===== config.mk =====
export PLATFORM = sky130hd
export DESIGN_NAME = rotate_cmd_stage
export DESIGN_NICKNAME = d
export VERILOG_FILES = /design/src/rtl/rotate_cmd_pkg.sv /design/src/rtl/rotate_cmd_fifo.sv /design/src/rtl/rotate_cmd_stage.sv
export SDC_FILE = /design/constraint.sdc
export NUM_CORES = 1
export LEC_CHECK = 0
export BUFFER_PORTS_ARGS = -buffer_cell sky130_fd_sc_hd__buf_2
export CORE_ASPECT_RATIO = 0.7
export CORE_UTILIZATION = 51
export CTS_CLUSTER_SIZE = 10
export DETAILED_ROUTE_END_ITERATION = 10
export PLACE_DENSITY = 0.76
export SYNTH_ARGS = -nofsm -noshare
export SYNTH_HDL_FRONTEND = slang
export SYNTH_SLANG_ARGS = --single-unit

===== constraint.sdc =====
create_clock -name clk -period 8.4 [get_ports clk]
set_clock_uncertainty 0.2 [all_clocks]
set_input_delay 1.68 -clock clk [delete_from_list [all_inputs] [get_ports clk]]
set_output_delay 1.68 -clock clk [all_outputs]
set_load 0.01 [all_outputs]

===== src/rtl/rotate_cmd_pkg.sv =====
// Shared types and constants for the rotate command path.
// Reused by the rotator bench and the downstream consumer.
package rotate_cmd_pkg;

  localparam int ROT_W     = 32;
  localparam int SHIFT_W   = 5;
  localparam int TAG_W_DEF = 4;

  typedef struct packed {
    logic [ROT_W-1:0]     data;
    logic [SHIFT_W-1:0]   shift;
    logic                 left;
    logic [TAG_W_DEF-1:0] tag;
  } rotCmd_t;

  // A zero shift bypasses the rotator, whose shift-by-32 behaviour is not trusted.
  function automatic logic [ROT_W-1:0] pickResult(
    input logic [ROT_W-1:0]   headData,
    input logic [SHIFT_W-1:0] headShift,
    input logic [ROT_W-1:0]   rotResult
  );
    return (headShift == '0) ? headData : rotResult;
  endfunction

endpackage


===== src/rtl/rotate_cmd_fifo.sv =====
// Small register-based FIFO with a combinational head view.
// Pointers wrap naturally (DEPTH is a power of two); level separates full from empty.
module rotate_cmd_fifo #(
  parameter int DEPTH = 4,
  parameter int WIDTH = 8,
  localparam int PTR_W = $clog2(DEPTH),
  localparam int LVL_W = PTR_W + 1
) (
  input  logic             clk,
  input  logic             rst,
  input  logic             flush,
  input  logic             push,
  input  logic [WIDTH-1:0] pushData,
  input  logic             pop,
  output logic [WIDTH-1:0] popData,
  output logic [LVL_W-1:0] level,
  output logic             full,
  output logic             empty
);

  logic [WIDTH-1:0] mem [DEPTH];
  logic [PTR_W-1:0] wrPtrReg;
  logic [PTR_W-1:0] rdPtrReg;
  logic [LVL_W-1:0] levelReg;
  logic             doPush;
  logic             doPop;

  assign full    = (levelReg == LVL_W'(DEPTH));
  assign empty   = (levelReg == '0);
  assign doPush  = push && !full;
  assign doPop   = pop && !empty;
  assign level   = levelReg;
  assign popData = mem[rdPtrReg];

  // Storage is reset so the head view is never X, even before the first push.
  always_ff @(posedge clk or posedge rst) begin
    if (rst) begin
      for (int i = 0; i < DEPTH; i++) mem[i] <= '0;
    end else if (doPush && !flush) begin
      mem[wrPtrReg] <= pushData;
    end
  end

  always_ff @(posedge clk or posedge rst) begin
    if (rst) begin
      wrPtrReg <= '0;
      rdPtrReg <= '0;
      levelReg <= '0;
    end else if (flush) begin
      wrPtrReg <= '0;
      rdPtrReg <= '0;
      levelReg <= '0;
    end else begin
      if (doPush) wrPtrReg <= wrPtrReg + 1'b1;
      if (doPop)  rdPtrReg <= rdPtrReg + 1'b1;
      case ({doPush, doPop})
        2'b10:   levelReg <= levelReg + 1'b1;
        2'b01:   levelReg <= levelReg - 1'b1;
        default: levelReg <= levelReg;
      endcase
    end
  end

endmodule


===== src/rtl/rotate_cmd_stage.sv =====
// Issue stage ahead of the 32-bit combinational rotator: queues commands,
// drives the rotator from the queue head and registers the result with back-pressure.
module rotate_cmd_stage
  import rotate_cmd_pkg::*;
#(
  parameter int DEPTH = 4,
  parameter int TAG_W = 4,
  parameter int CNT_W = 16,
  localparam int LVL_W = $clog2(DEPTH) + 1
) (
  input  logic               clk,
  input  logic               rst,
  input  logic               in_valid,
  output logic               in_ready,
  input  logic [31:0]        in_data,
  input  logic [5:0]         in_amt,
  input  logic               in_left,
  input  logic [TAG_W-1:0]   in_tag,
  input  logic               flush,
  output logic [31:0]        rot_data,
  output logic [4:0]         rot_shift,
  output logic               rot_left,
  input  logic [31:0]        rot_result,
  output logic               out_valid,
  input  logic               out_ready,
  output logic [31:0]        out_data,
  output logic [TAG_W-1:0]   out_tag,
  output logic [LVL_W-1:0]   fifo_level,
  output logic [CNT_W-1:0]   done_count
);

  localparam int PAY_W = ROT_W + SHIFT_W + 1 + TAG_W;

  logic [PAY_W-1:0] pushPayload;
  logic [PAY_W-1:0] headPayload;
  logic [TAG_W-1:0] headTag;
  logic             fifoFull;
  logic             fifoEmpty;
  logic             pushEn;
  logic             popEn;
  logic             outFire;
  logic             unusedAmtMsb;
  logic             outValidReg;
  logic [31:0]      outDataReg;
  logic [TAG_W-1:0] outTagReg;
  logic [CNT_W-1:0] doneCountReg;

  // Only the low five amount bits matter: rotation is modulo 32.
  assign unusedAmtMsb = in_amt[5];
  assign pushPayload  = {in_data, in_amt[SHIFT_W-1:0], in_left, in_tag};
  assign {rot_data, rot_shift, rot_left, headTag} = headPayload;

  assign in_ready = !fifoFull;
  assign outFire  = outValidReg && out_ready;
  assign pushEn   = in_valid && !fifoFull && !flush;
  assign popEn    = !fifoEmpty && (!outValidReg || out_ready) && !flush;

  rotate_cmd_fifo #(
    .DEPTH (DEPTH),
    .WIDTH (PAY_W)
  ) cmdFifo (
    .clk      (clk),
    .rst      (rst),
    .flush    (flush),
    .push     (pushEn),
    .pushData (pushPayload),
    .pop      (popEn),
    .popData  (headPayload),
    .level    (fifo_level),
    .full     (fifoFull),
    .empty    (fifoEmpty)
  );

  always_ff @(posedge clk or posedge rst) begin
    if (rst) begin
      outValidReg <= 1'b0;
      outDataReg  <= '0;
      outTagReg   <= '0;
    end else if (flush) begin
      outValidReg <= 1'b0;
    end else if (popEn) begin
      outValidReg <= 1'b1;
      outDataReg  <= pickResult(rot_data, rot_shift, rot_result);
      outTagReg   <= headTag;
    end else if (outFire) begin
      outValidReg <= 1'b0;
    end
  end

  // A handshake coinciding with flush is discarded and therefore not counted.
  always_ff @(posedge clk or posedge rst) begin
    if (rst) begin
      doneCountReg <= '0;
    end else if (outFire && !flush) begin
      doneCountReg <= doneCountReg + 1'b1;
    end
  end

  assign out_valid  = outValidReg;
  assign out_data   = outDataReg;
  assign out_tag    = outTagReg;
  assign done_count = doneCountReg;

endmodule


==> insert_results.sql, run 1 <==
INSERT INTO impl_metrics (metric_group, metric, value, unit) VALUES
('timing', 'layout_min_cycle_time', '4.38', 'ns'),
('final_layout', 'share_of_post_route_cells_with_drive_strength_above_1', '49.6', '%'),
('clock_tree', 'clk_path_buf_depth', '3', ''),
('floorplan', 'die_x', '173', 'microns'),
('clock_tree', 'postCtsHoldBufs', '0', ''),
('drt', 'mean_routed_wirelength_per_cell', '19.9', 'microns'),
('clock_tree', 'clk_latency', '0.51', 'ns'),
('timing', 'grt_setup_unrepaired', 'false', ''),
('worst_setup_path', 'crit_type', 'register to primary output', ''),
('drt', 'antenna_violating_nets_post_route', '0', ''),
('synth', 'synth.net_count', '842', ''),
('power', 'max-vdd-ir-drop', '0.366', 'mV'),
('synth', 'synth-edff-count', '0', ''),
('timing', 'finalCritPeriodShare', '52.1', '%'),
('job', 'timing.max_cap.violations', '0', ''),
('drt', 'wl_final', '23000', 'microns'),
('global_routing', 'grt_pass1_wl', '37000', 'microns'),
('global_routing', 'grt_start_max_net_pins', '89', ''),
('drt', 'drt_iter0_drc', '414', ''),
('drt', 'drt-vias-per-instance', '5.70', ''),
('floorplan', 'initial_core_util', '52.5', '%'),
('final_layout', 'storage_cell_area', '5710', 'sq um'),
('worst_setup_path', 'worstSetupEndpointType', 'primary output', ''),
('drt', 'routed-via-count', '6595', ''),
('synth', 'synth_commonest_cells', '228 x sky130_fd_sc_hd__dfrtp_1, 169 x sky130_fd_sc_hd__mux2_2, 53 x sky130_fd_sc_hd__buf_4', ''),
('floorplan', 'core-area', '20000', 'sq um'),
('clock_tree', 'numCtsBuffers', '26', ''),
('power', 'total_leakage_power', '0.00550', 'uW'),
('floorplan', 'dieHeight', '122', 'microns'),
('timing', 'timing.final.hold_violations', '0', ''),
('synth', 'netlist_top_cells_area', 'sky130_fd_sc_hd__dfrtp_1 54%, sky130_fd_sc_hd__mux2_2 18%, sky130_fd_sc_hd__mux4_2 9.0%, sky130_fd_sc_hd__buf_4 3.8%, sky130_fd_sc_hd__a31oi_1 1.9%', ''),
('synth', 'number_of_synthesized_register_bits', '228', ''),
('floorplan', 'die_area', '21100', 'sq um'),
('synth', 'synth_cells', '756', ''),
('global_routing', 'first_global_vias', '6747', ''),
('drt', 'detailedRoute.firstPassIterationCount', '4', ''),
('timing', 'timing.fmax', '0.228', 'GHz'),
('timing', 'setup_total_negative_slack', '0', 'ns'),
('min_path', 'min-delay-path-class', 'register to register', ''),
('synth', 'ys.warnings.count', '0', ''),
('global_routing', 'globalRoute.totalOverflow', '0', ''),
('final_layout', 'synthToLayoutAreaGrowth', '13.7', '%'),
('synth', 'post_synth_num_cell_types', '44', ''),
('status', 'run_status', 'finished clean', ''),
('synth', 'synth_most_common_cell', 'sky130_fd_sc_hd__dfrtp_1', ''),
('clock_tree', 'ctsRootBufferMaster', 'sky130_fd_sc_hd__clkbuf_16', ''),
('synth', 'post_synth_top_flop', 'sky130_fd_sc_hd__dfrtp_1', ''),
('worst_setup_path', 'critical_path.startpoint_type', 'register', ''),
('clock_tree', 'worst_setup_hold_path_clk_slew', '0.06', 'ns'),
('placement', 'io_buffers', '173', ''),
('clock_tree', 'post_cts_resize_count', '0', ''),
('power', 'pwr_cell_area', '393', 'nW/um^2'),
('final_layout', 'final_net_count', '968', ''),
('synth', 'proportion_of_synthesized_flip_flops_having_asynchronous_set_or_reset', '100', '%'),
('timing', 'report.final.slew_viol_count', '0', ''),
('clock_tree', 'cts.sink_count', '228', ''),
('timing', 'timing.final.setup_violations', '0', ''),
('synth', 'syn-cell-area', '10500', 'sq um'),
('synth', 'area_fraction_of_the_dominant_cell_type_after_synthesis', '54.5', '%'),
('worst_setup_path', 'worstPathRequired', '6.52', 'ns'),
('global_routing', 'global_route.usage.total', '22.5', '%'),
('timing', 'worst_slew_pin_slew', '1.02', 'ns'),
('final_layout', 'nFillCells', '1602', ''),
('final_layout', 'multiInputGateArea', '4190', 'sq um'),
('clock_tree', 'cts_tree', 'built', ''),
('timing', 'slew_headroom', '32.0', '%'),
('clock_tree', 'htree_levels', '1', ''),
('placement', 'pre_cts_ws', '4.44', 'ns'),
('synth', 'yosys.area.top_type', 'sky130_fd_sc_hd__dfrtp_1', ''),
('worst_setup_path', 'cp.arrival', '2.50', 'ns'),
('timing', 'setup_ws', '4.02', 'ns'),
('floorplan', 'std_cell_rows', '43', ''),
('floorplan', 'i_o_pin_count', '175', ''),
('placement', 'post-dp-hpwl', '14500', 'microns'),
('synth', 'synth.avg_cell_area', '13.9', 'sq um'),
('drt', 'drt_drc_violations_left', '0', ''),
('synth', 'sequential_share_of_the_synthesized_area', '54.5', '%'),
('placement', 'gp_routability_congestion', '0.772', ''),
('clock_tree', 'post-cts-setup-buffer-count', '0', ''),
('worst_setup_path', 'critical_path.max_fanout', '23', ''),
('global_routing', 'grt_antenna_before_repair', '1', '');
routing by layer:
metal	track usage (%)	up-vias	wire length [microns]
met2	35.1	169	10700
met4	5.37	0	426
li1	-	2963	-
met1	32.9	3428	10800
met5	0	-	0
met3	4.40	35	1130
power breakdown:
group | leakage [uW] | switching, uW | internal, uW
logic | 0.00233 | 930 | 903
clock network | 0.000337 | 394 | 566
registers | 0.00283 | 300 | 1590
total | 0.00550 | 1620 | 3060
worst max-delay path: stages, from the launching register on:
cell                      delay, ns
sky130_fd_sc_hd__dfrtp_2       0.75
sky130_fd_sc_hd__buf_4         0.47
sky130_fd_sc_hd__mux4_2        0.60
sky130_fd_sc_hd__buf_2         0.17
logic make-up (layout without fill, tap and decap cells):
kind of cell	Yosys count	count (layout)	share of synthesized area, %
buf+inv	92	221	5.63
fa+ha+maj	6	6	0.788
xor+xnor	19	19	1.73
mux	211	211	27.2
simple gates	94	94	4.40
compound gates	106	106	5.79
flops	228	228	54.5
other cells	0	2	0
cells in the final DEF (no fill, tap or decap), types with 3 or more instances in the layout:
cell / n
sky130_fd_sc_hd__o21ai_2: 4
sky130_fd_sc_hd__o21ai_0: 3
sky130_fd_sc_hd__nand3_1: 4
sky130_fd_sc_hd__nand4_1: 3
sky130_fd_sc_hd__dfrtp_1: 226
sky130_fd_sc_hd__mux2_2: 169
sky130_fd_sc_hd__buf_2: 173
sky130_fd_sc_hd__a31oi_1: 32
sky130_fd_sc_hd__nor3_1: 5
sky130_fd_sc_hd__mux4_2: 42
sky130_fd_sc_hd__buf_4: 12
sky130_fd_sc_hd__a21oi_1: 36
sky130_fd_sc_hd__inv_1: 4
sky130_fd_sc_hd__clkbuf_16: 27
sky130_fd_sc_hd__xnor2_1: 11
sky130_fd_sc_hd__nand2_2: 4
sky130_fd_sc_hd__nand2_1: 20
sky130_fd_sc_hd__ha_1: 5
sky130_fd_sc_hd__xor2_1: 7
sky130_fd_sc_hd__nor2_1: 41
sky130_fd_sc_hd__clkbuf_1: 4
sky130_fd_sc_hd__o21ai_1: 26
per-stage QoR:
stage	utilization, %	hold WS [ns]	total power (uW)	instance area [sq um]	std cells
final	59.7	0.266	4680	11900	1157
after global routing	59.7	0.292	4970	11900	1155
after CTS	59.7	0.267	4720	11900	1155
after detailed placement	56.2	0.259	3750	11200	1124
after global placement	56.2	0.257	3670	11200	1124
after floorplan	-	0.274	3320	10500	756
path summary, 6_finish.rpt:
kind | startpoint | to | slack [ns] | depth (start not counted)
setup / recovery | cmdFifo.rdPtrReg[0]$_DFFE_PP0P_ | rot_data[31] | 4.02 | 3
hold / removal | done_count[15]$_DFFE_PP0P_ | done_count[15]$_DFFE_PP0P_ | 0.27 | 1
setup reg to reg | cmdFifo.rdPtrReg[1]$_DFFE_PP0P_ | out_data[0]$_DFFE_PP0P_ | 4.85 | 6
hold reg to reg | done_count[15]$_DFFE_PP0P_ | done_count[15]$_DFFE_PP0P_ | 0.27 | 1
max in group asynchronous | rst | cmdFifo.rdPtrReg[1]$_DFFE_PP0P_ | 5.42 | 3
min in group asynchronous | rst | done_count[13]$_DFFE_PP0P_ | 1.07 | 2
cell type report:
type	instances	area share, %
Sequential cell	228	47.9
Multi-Input combinational cell	436	35.1
Timing Repair Buffer	185	8.03
Clock buffer	31	5.80
Tap cell	270	2.84
Inverter	5	0.221
Antenna cell	2	0.0420
sequential cells by signal (all words and copies together), names as in the netlist:
| name | flops |
|---|---|
| cmdFifo.rdPtrReg | 2 |
| cmdFifo.level | 3 |
| done_count | 16 |
| out_tag | 4 |
| cmdFifo.wrPtrReg | 2 |
| out_valid | 1 |
| cmdFifo.mem | 168 |
| out_data | 32 |
Note: power is estimated with default switching activity, not from simulation.
==> inputs of run 2 (changes only) <==
Settings changed: ABC_AREA from default to 1, CORE_UTILIZATION 51 to 57, PLACE_DENSITY 0.76 to 0.8.
Clock period 8.4 ns to 4.5 ns, I/O delays scaled along.
==> run 2 against run 1 <==
Effect of this change:
- clock-buffer cell count fell by 1
- via count up 38%
- cell count increased by 46%
- flip-flop and latch count unchanged
- critical path depth up 4
- largest power group is now combinational logic
- first-iteration DRC count grew 78%
- non-clock buffer count increased by 7
==> insert_results.sql, run 2 <==
INSERT INTO impl_metrics (metric_group, metric, value, unit) VALUES
('final_layout', 'storage_cell_area', '5710', 'sq um'),
('clock_tree', 'post-cts-setup-buffer-count', '0', ''),
('floorplan', 'core-area', '18400', 'sq um'),
('global_routing', 'global_route.usage.total', '27.4', '%'),
('synth', 'syn-cell-area', '10900', 'sq um'),
('power', 'max-vdd-ir-drop', '0.369', 'mV'),
('clock_tree', 'clk_path_buf_depth', '3', ''),
('synth', 'synth_commonest_cells', '466 x sky130_fd_sc_hd__nand2_1, 228 x sky130_fd_sc_hd__dfrtp_1, 179 x sky130_fd_sc_hd__o21ai_0', ''),
('global_routing', 'globalRoute.totalOverflow', '0', ''),
('final_layout', 'final_cell_count_no_fill', '1686', ''),
('worst_setup_path', 'worstPathRequired', '3.40', 'ns'),
('worst_setup_path', 'setup.reg_to_reg.worst_slack', '1.45', 'ns'),
('synth', 'synth.avg_cell_area', '8.09', 'sq um'),
('synth', 'proportion_of_synthesized_flip_flops_having_asynchronous_set_or_reset', '100', '%'),
('drt', 'antenna_violating_nets_post_route', '0', ''),
('final_layout', 'multiInputGateArea', '4100', 'sq um'),
('drt', 'wl_final', '26200', 'microns'),
('worst_setup_path', 'critical_path.startpoint_type', 'register', ''),
('synth', 'netlist_top_cells_area', 'sky130_fd_sc_hd__dfrtp_1 52%, sky130_fd_sc_hd__nand2_1 16%, sky130_fd_sc_hd__o21ai_0 8.2%, sky130_fd_sc_hd__nand3_1 6.8%, sky130_fd_sc_hd__inv_1 3.5%', ''),
('timing', 'layout_min_cycle_time', '3.44', 'ns'),
('placement', 'post-dp-hpwl', '16200', 'microns'),
('synth', 'sequential_share_of_the_synthesized_area', '52.4', '%'),
('drt', 'mean_routed_wirelength_per_cell', '15.5', 'microns'),
('synth', 'number_of_synthesized_register_bits', '228', ''),
('final_layout', 'final_net_count', '1533', ''),
('drt', 'drt-vias-per-instance', '5.41', ''),
('timing', 'grt_setup_unrepaired', 'false', ''),
('timing', 'setup_total_negative_slack', '0', 'ns'),
('synth', 'synth_cells', '1346', ''),
('min_path', 'worst_hold_start', 'out_data[28]$_DFFE_PP0P_', ''),
('timing', 'timing.fmax', '0.290', 'GHz'),
('clock_tree', 'cts_tree', 'built', ''),
('clock_tree', 'worst_setup_hold_path_clk_slew', '0.06', 'ns'),
('power', 'total_leakage_power', '0.00646', 'uW'),
('clock_tree', 'postCtsHoldBufs', '0', ''),
('synth', 'yosys.area.top_type', 'sky130_fd_sc_hd__dfrtp_1', ''),
('timing', 'timing.final.setup_violations', '0', ''),
('synth', 'area_fraction_of_the_dominant_cell_type_after_synthesis', '52.4', '%'),
('status', 'run_status', 'finished clean', ''),
('timing', 'report.final.slew_viol_count', '0', ''),
('drt', 'detailedRoute.firstPassIterationCount', '5', ''),
('clock_tree', 'ctsRootBufferMaster', 'sky130_fd_sc_hd__clkbuf_16', ''),
('timing', 'slew_headroom', '30.6', '%'),
('final_layout', 'nFillCells', '1565', ''),
('final_layout', 'mostFrequentLayoutCell', 'sky130_fd_sc_hd__nand2_1', ''),
('final_layout', 'share_of_post_route_cells_with_drive_strength_above_1', '16.7', '%'),
('worst_setup_path', 'timing.critical_path.from', 'cmdFifo.rdPtrReg[0]$_DFFE_PP0P_', ''),
('synth', 'synth-edff-count', '0', ''),
('worst_setup_path', 'cp.arrival', '2.34', 'ns'),
('worst_setup_path', 'most_frequent_cell_on_the_critical_path', 'sky130_fd_sc_hd__nand2_1', ''),
('worst_setup_path', 'worstSetupEndpointType', 'primary output', ''),
('worst_setup_path', 'crit_type', 'register to primary output', ''),
('placement', 'io_buffers', '173', ''),
('clock_tree', 'htree_levels', '1', ''),
('floorplan', 'initial_core_util', '59.3', '%'),
('final_layout', 'layout.core_utilization', '66.6', '%'),
('global_routing', 'first_global_vias', '8562', ''),
('worst_setup_path', 'timing.critical_path.buf_inv', '4', ''),
('timing', 'worst_slew_pin_slew', '1.04', 'ns'),
('timing', 'finalCritPeriodShare', '76.5', '%'),
('worst_setup_path', 'critPathMaxStageDelay', '0.47', 'ns'),
('clock_tree', 'cts.sink_count', '228', ''),
('clock_tree', 'post_cts_resize_count', '0', ''),
('worst_setup_path', 'rr_startpoint', 'cmdFifo.rdPtrReg[0]$_DFFE_PP0P_', ''),
('worst_setup_path', 'path_delay_family', 'buffers and inverters', ''),
('clock_tree', 'numCtsBuffers', '26', ''),
('final_layout', 'largest_reg_flops', '168', ''),
('final_layout', 'largest-register', 'cmdFifo.mem', ''),
('drt', 'drt_iter0_drc', '735', ''),
('synth', 'synth.net_count', '1432', ''),
('clock_tree', 'clk_latency', '0.52', 'ns'),
('worst_setup_path', 'cells_traversed_along_the_worst_timing_path', 'inv_2 -> buf_4 -> nand2_1 -> nand3_1 -> nand2_1 -> inv_1 -> buf_2', ''),
('floorplan', 'i_o_pin_count', '175', ''),
('job', 'timing.max_cap.violations', '0', ''),
('floorplan', 'die_x', '167', 'microns'),
('synth', 'post_synth_top_flop', 'sky130_fd_sc_hd__dfrtp_1', ''),
('global_routing', 'grt_antenna_before_repair', '2', ''),
('global_routing', 'grt_pass1_wl', '43800', 'microns'),
('power', 'pwr_cell_area', '730', 'nW/um^2'),
('placement', 'placedCellCount', '1655', ''),
('timing', 'timing.final.hold_violations', '0', ''),
('floorplan', 'std_cell_rows', '41', ''),
('synth', 'synth_most_common_cell', 'sky130_fd_sc_hd__nand2_1', ''),
('drt', 'routed-via-count', '9129', ''),
('drt', 'drt_drc_violations_left', '0', ''),
('placement', 'gp_routability_congestion', '0.793', ''),
('min_path', 'min-delay-path-class', 'register to register', ''),
('worst_setup_path', 'critical_path.max_fanout', '35', ''),
('final_layout', 'mostFrequentLayoutCells', '462 x sky130_fd_sc_hd__nand2_1, 226 x sky130_fd_sc_hd__dfrtp_1, 179 x sky130_fd_sc_hd__o21ai_0, 173 x sky130_fd_sc_hd__buf_2, 147 x sky130_fd_sc_hd__nand3_1', ''),
('floorplan', 'die_area', '19700', 'sq um'),
('synth', 'ys.warnings.count', '0', ''),
('worst_setup_path', 'critPathSlowestCell', 'sky130_fd_sc_hd__inv_2', ''),
('final_layout', 'synthToLayoutAreaGrowth', '12.3', '%'),
('floorplan', 'dieHeight', '118', 'microns'),
('global_routing', 'grt_start_max_net_pins', '78', ''),
('synth', 'post_synth_num_cell_types', '28', '');
[run 2: cell families (layout without fill, tap and decap cells)]
logic type / after synthesis / after routing / share of synthesized area [%]
XOR/XNOR: 13 / 13 / 1.05
adder cells (fa/ha/maj): 6 / 6 / 0.758
buffers and inverters: 227 / 330 / 10.1
AND/OR/NAND/NOR: 648 / 648 / 24.6
flip-flops: 228 / 228 / 52.4
AO/OA/AOI/OAI: 224 / 224 / 11.1
other: 0 / 1 / 0
[run 2: stage by stage]
stage	hold slack [ns]	area, sq um	worst slack (ns)	power, uW
3_5_place_dp	0.259	11500	1.50	7110
6_report	0.272	12200	1.06	8920
3_3_place_gp	0.258	11500	1.51	7000
2_1_floorplan	0.248	10900	0.420	6320
4_1_cts	0.274	12200	1.08	8940
5_1_grt	0.284	12200	0.939	9620
[run 2: routing by layer]
metal	GRT usage, %	up-vias	wire (microns)
li1	-	4444	-
met1	41.3	4285	12200
met4	5.62	2	410
met5	0	-	13
met3	4.00	35	2120
met2	42.3	363	11400
[run 2: final timing paths]
kind	end	cells past startpoint
worst min-delay path	out_data[28]$_DFFE_PP0P_	2
min in group asynchronous	out_data[2]$_DFFE_PP0P_	2
worst max register to register	out_data[31]$_DFFE_PP0P_	11
worst max-delay path	rot_data[11]	7
max in group asynchronous	cmdFifo.mem[68]$_DFFE_PP0P_	3
worst min register to register	out_data[28]$_DFFE_PP0P_	2
[run 2: final cells by class]
class / instances / share of cell area, %
Sequential cell: 228 / 46.7
Multi-Input combinational cell: 891 / 33.6
Timing Repair Buffer: 192 / 8.35
Clock buffer: 30 / 5.62
Inverter: 108 / 3.35
Tap cell: 236 / 2.42
Antenna cell: 1 / 0.0205
[run 2: worst reg2reg max path, stage by stage (launching register included)]
cell and delay, ns:
sky130_fd_sc_hd__dfrtp_2 0.37, sky130_fd_sc_hd__inv_2 0.25, sky130_fd_sc_hd__buf_4 0.33, sky130_fd_sc_hd__nand2_1 0.09
sky130_fd_sc_hd__nand3_1 0.07, sky130_fd_sc_hd__nand2_1 0.13, sky130_fd_sc_hd__nand2_2 0.04, sky130_fd_sc_hd__buf_4 0.26
sky130_fd_sc_hd__nor2_4 0.71, sky130_fd_sc_hd__nand3_1 0.25, sky130_fd_sc_hd__nand3_1 0.15, sky130_fd_sc_hd__nand2_1 0.07
[run 2: power breakdown]
part | total (uW) | internal [uW] | switching, uW | leakage [uW]
sequential | 3340 | 2880 | 456 | 0.00290
clock | 1800 | 1050 | 749 | 0.000336
combinational | 3790 | 1260 | 2530 | 0.00322
==> inputs of run 3 (changes only) <==
Settings changed: ABC_AREA 1 to 0, PLACE_DENSITY 0.8 to 0.81.
Clock period 4.5 ns to 3.3 ns, I/O delays scaled along.
==> run 3 against run 2 <==
Effect of this change:
- critical path type unchanged
- critical endpoint is now rot_data[0]
- setup slack worse by 0.86 ns
- via count is 26% lower
- register-to-register slack worse by 0.86 ns
- die area decreased by 3.7%
- clock-buffer cell count fell by 1
- core utilization grew 0.11 points
- combinational power increased by 28%
- largest cell class unchanged
- total power increased by 35%
- non-clock buffer count is 7 higher
- cell count fell by 33%
- wire length fell by 12%
==> insert_results.sql, run 3 (same netlist as run 1, synthesis figures left out) <==
INSERT INTO impl_metrics (metric_group, metric, value, unit) VALUES
('status', 'run_status', 'finished clean', ''),
('global_routing', 'globalRoute.totalOverflow', '0', ''),
('clock_tree', 'postCtsHoldBufs', '0', ''),
('placement', 'post-dp-hpwl', '15300', 'microns'),
('worst_setup_path', 'critPathMaxStageDelay', '0.61', 'ns'),
('global_routing', 'global_route.usage.total', '25.0', '%'),
('final_layout', 'final_net_count', '982', ''),
('final_layout', 'mostFrequentLayoutCell', 'sky130_fd_sc_hd__dfrtp_1', ''),
('timing', 'report.final.slew_viol_count', '0', ''),
('worst_setup_path', 'timing.rr.end', 'out_data[26]$_DFFE_PP0P_', ''),
('timing', 'final.hold.worst_slack', '0.00970', 'ns'),
('power', 'total_leakage_power', '0.00558', 'uW'),
('drt', 'detailedRoute.firstPassIterationCount', '5', ''),
('global_routing', 'grt_antenna_before_repair', '1', ''),
('placement', 'gp_routability_congestion', '0.777', ''),
('final_layout', 'largest-register', 'cmdFifo.mem', ''),
('timing', 'grt_setup_unrepaired', 'false', ''),
('clock_tree', 'cts_tree', 'built', ''),
('final_layout', 'nFillCells', '1313', ''),
('clock_tree', 'ctsRootBufferMaster', 'sky130_fd_sc_hd__clkbuf_16', ''),
('min_path', 'min-delay-path-class', 'primary input to async pin', ''),
('clock_tree', 'clk_latency', '0.51', 'ns'),
('drt', 'routed-via-count', '6712', ''),
('job', 'timing.max_cap.violations', '0', ''),
('power', 'p_sw', '4160', 'uW'),
('floorplan', 'std_cell_rows', '41', ''),
('worst_setup_path', 'critical_path.startpoint_type', 'register', ''),
('timing', 'timing.fmax', '0.322', 'GHz'),
('power', 'p_seq_share', '39.3', '%'),
('drt', 'drt-vias-per-instance', '5.92', ''),
('floorplan', 'die_area', '18900', 'sq um'),
('global_routing', 'grt_start_max_net_pins', '80', ''),
('worst_setup_path', 'cp.arrival', '2.25', 'ns'),
('clock_tree', 'cts.sink_count', '228', ''),
('drt', 'mean_routed_wirelength_per_cell', '20.2', 'microns'),
('final_layout', 'share_of_post_route_cells_with_drive_strength_above_1', '50.6', '%'),
('timing', 'timing.final.hold_violations', '0', ''),
('floorplan', 'core-area', '18000', 'sq um'),
('worst_setup_path', 'rr_worst_depth', '5', ''),
('drt', 'antenna_violating_nets_post_route', '0', ''),
('floorplan', 'dieHeight', '115', 'microns'),
('worst_setup_path', 'rr_startpoint', 'cmdFifo.rdPtrReg[1]$_DFFE_PP0P_', ''),
('power', 'share_clk_of_total_power', '20.3', '%'),
('timing', 'slew_headroom', '55.5', '%'),
('power', 'max-vdd-ir-drop', '0.703', 'mV'),
('clock_tree', 'worst_setup_hold_path_clk_slew', '0.05', 'ns'),
('timing', 'finalCritPeriodShare', '94.1', '%'),
('timing', 'layout_min_cycle_time', '3.11', 'ns'),
('final_layout', 'multiInputGateArea', '4190', 'sq um'),
('timing', 'setup_total_negative_slack', '0', 'ns'),
('clock_tree', 'numCtsBuffers', '26', ''),
('worst_setup_path', 'worstPathRequired', '2.44', 'ns'),
('power', 'pwr_cell_area', '1000', 'nW/um^2'),
('drt', 'drt_iter0_drc', '484', ''),
('final_layout', 'synthToLayoutAreaGrowth', '14.6', '%'),
('drt', 'drt_drc_violations_left', '0', ''),
('timing', 'timing.final.setup_violations', '0', ''),
('worst_setup_path', 'cells_traversed_along_the_worst_timing_path', 'buf_4 -> mux4_2 -> buf_2', ''),
('drt', 'wl_final', '23000', 'microns'),
('floorplan', 'i_o_pin_count', '175', ''),
('timing', 'worst_slew_pin_slew', '0.651', 'ns'),
('global_routing', 'grt_pass1_wl', '36200', 'microns'),
('power', 'power_frac_comb', '40.4', '%'),
('power', 'p_int', '7890', 'uW'),
('power', 'power.total', '12000', 'uW'),
('global_routing', 'first_global_vias', '6684', ''),
('final_layout', 'largest_reg_flops', '168', ''),
('worst_setup_path', 'critical_path.max_fanout', '15', ''),
('floorplan', 'initial_core_util', '58.2', '%'),
('clock_tree', 'clk_path_buf_depth', '3', ''),
('worst_setup_path', 'worstSetupEndpointType', 'primary output', ''),
('placement', 'io_buffers', '173', ''),
('power', 'power.switching_fraction', '34.5', '%'),
('final_layout', 'storage_cell_area', '5710', 'sq um'),
('final_layout', 'mostFrequentLayoutCells', '226 x sky130_fd_sc_hd__dfrtp_1, 173 x sky130_fd_sc_hd__buf_2, 169 x sky130_fd_sc_hd__mux2_2, 42 x sky130_fd_sc_hd__mux4_2, 41 x sky130_fd_sc_hd__nor2_1', ''),
('clock_tree', 'htree_levels', '1', ''),
('floorplan', 'die_x', '164', 'microns'),
('worst_setup_path', 'crit_type', 'register to primary output', ''),
('worst_setup_path', 'setup.reg_to_reg.worst_slack', '0.59', 'ns'),
('worst_setup_path', 'critPathSlowestCell', 'sky130_fd_sc_hd__mux4_2', '');
[run 3: worst max-delay path by stage]
stage / from / to / slack, ns / cells past startpoint
after global routing: cmdFifo.rdPtrReg[1]$_DFFE_PP0P_ / rot_data[21] / 0.07 / 3
after global placement: cmdFifo.rdPtrReg[1]$_DFFE_PP0P_ / out_data[29]$_DFFE_PP0P_ / 0.59 / 4
after detailed placement: out_ready / cmdFifo.level[2]$_DFFE_PP0P_ / 0.51 / 9
final: cmdFifo.rdPtrReg[1]$_DFFE_PP0P_ / rot_data[0] / 0.19 / 3
after CTS: cmdFifo.rdPtrReg[1]$_DFFE_PP0P_ / rot_data[20] / 0.05 / 3
after floorplan: rst / cmdFifo.level[0]$_DFFE_PP0P_ / -0.54 / 1
[run 3: per-stage QoR]
step	util (%)	std cells	instance area (sq um)	worst slack [ns]
detailed placement	62.8	1104	11300	0.509
floorplan	-	756	10500	-0.540
CTS	66.7	1133	12000	0.0537
global placement	62.8	1104	11300	0.589
global route	66.7	1133	12000	0.0708
finish	66.7	1134	12000	0.195
[run 3: layout make-up]
| class | count | share of cell area, % |
|---|---|---|
| Sequential cell | 228 | 47.6 |
| Multi-Input combinational cell | 436 | 34.9 |
| Timing Repair Buffer | 199 | 9.15 |
| Clock buffer | 29 | 5.77 |
| Tap cell | 236 | 2.46 |
| Inverter | 5 | 0.188 |
| Antenna cell | 1 | 0.0208 |
[run 3: worst max-delay path: cells and delay by family (launching register included)]
| family | cells | cell delay (ns) |
|---|---|---|
| mux | 1 | 0.61 |
| buf+inv | 2 | 0.54 |
| flops | 1 | 0.59 |
[run 3: routing by layer]
layer	vias to the layer above	routed length, microns	track usage, %
met5	-	0	0
met4	0	447	5.80
met3	38	1720	6.05
met2	232	10900	40.9
met1	3459	9900	34.3
li1	2983	-	-
[run 3: power by group through the flow]
stage | sequential (uW) | clock (uW) | combinational [uW]
2_1_floorplan | 4650 | 0 | 3810
3_3_place_gp | 4680 | 0 | 4730
3_5_place_dp | 4770 | 0 | 4870
4_1_cts | 4740 | 2510 | 4880
5_1_grt | 4900 | 2600 | 5280
6_report | 4730 | 2450 | 4860
[run 3: what timing repair did]
action,CTS,global route
resized for setup,0,1
setup endpoints to repair,0,16
setup buffers,0,0
hold endpoints to repair,0,0
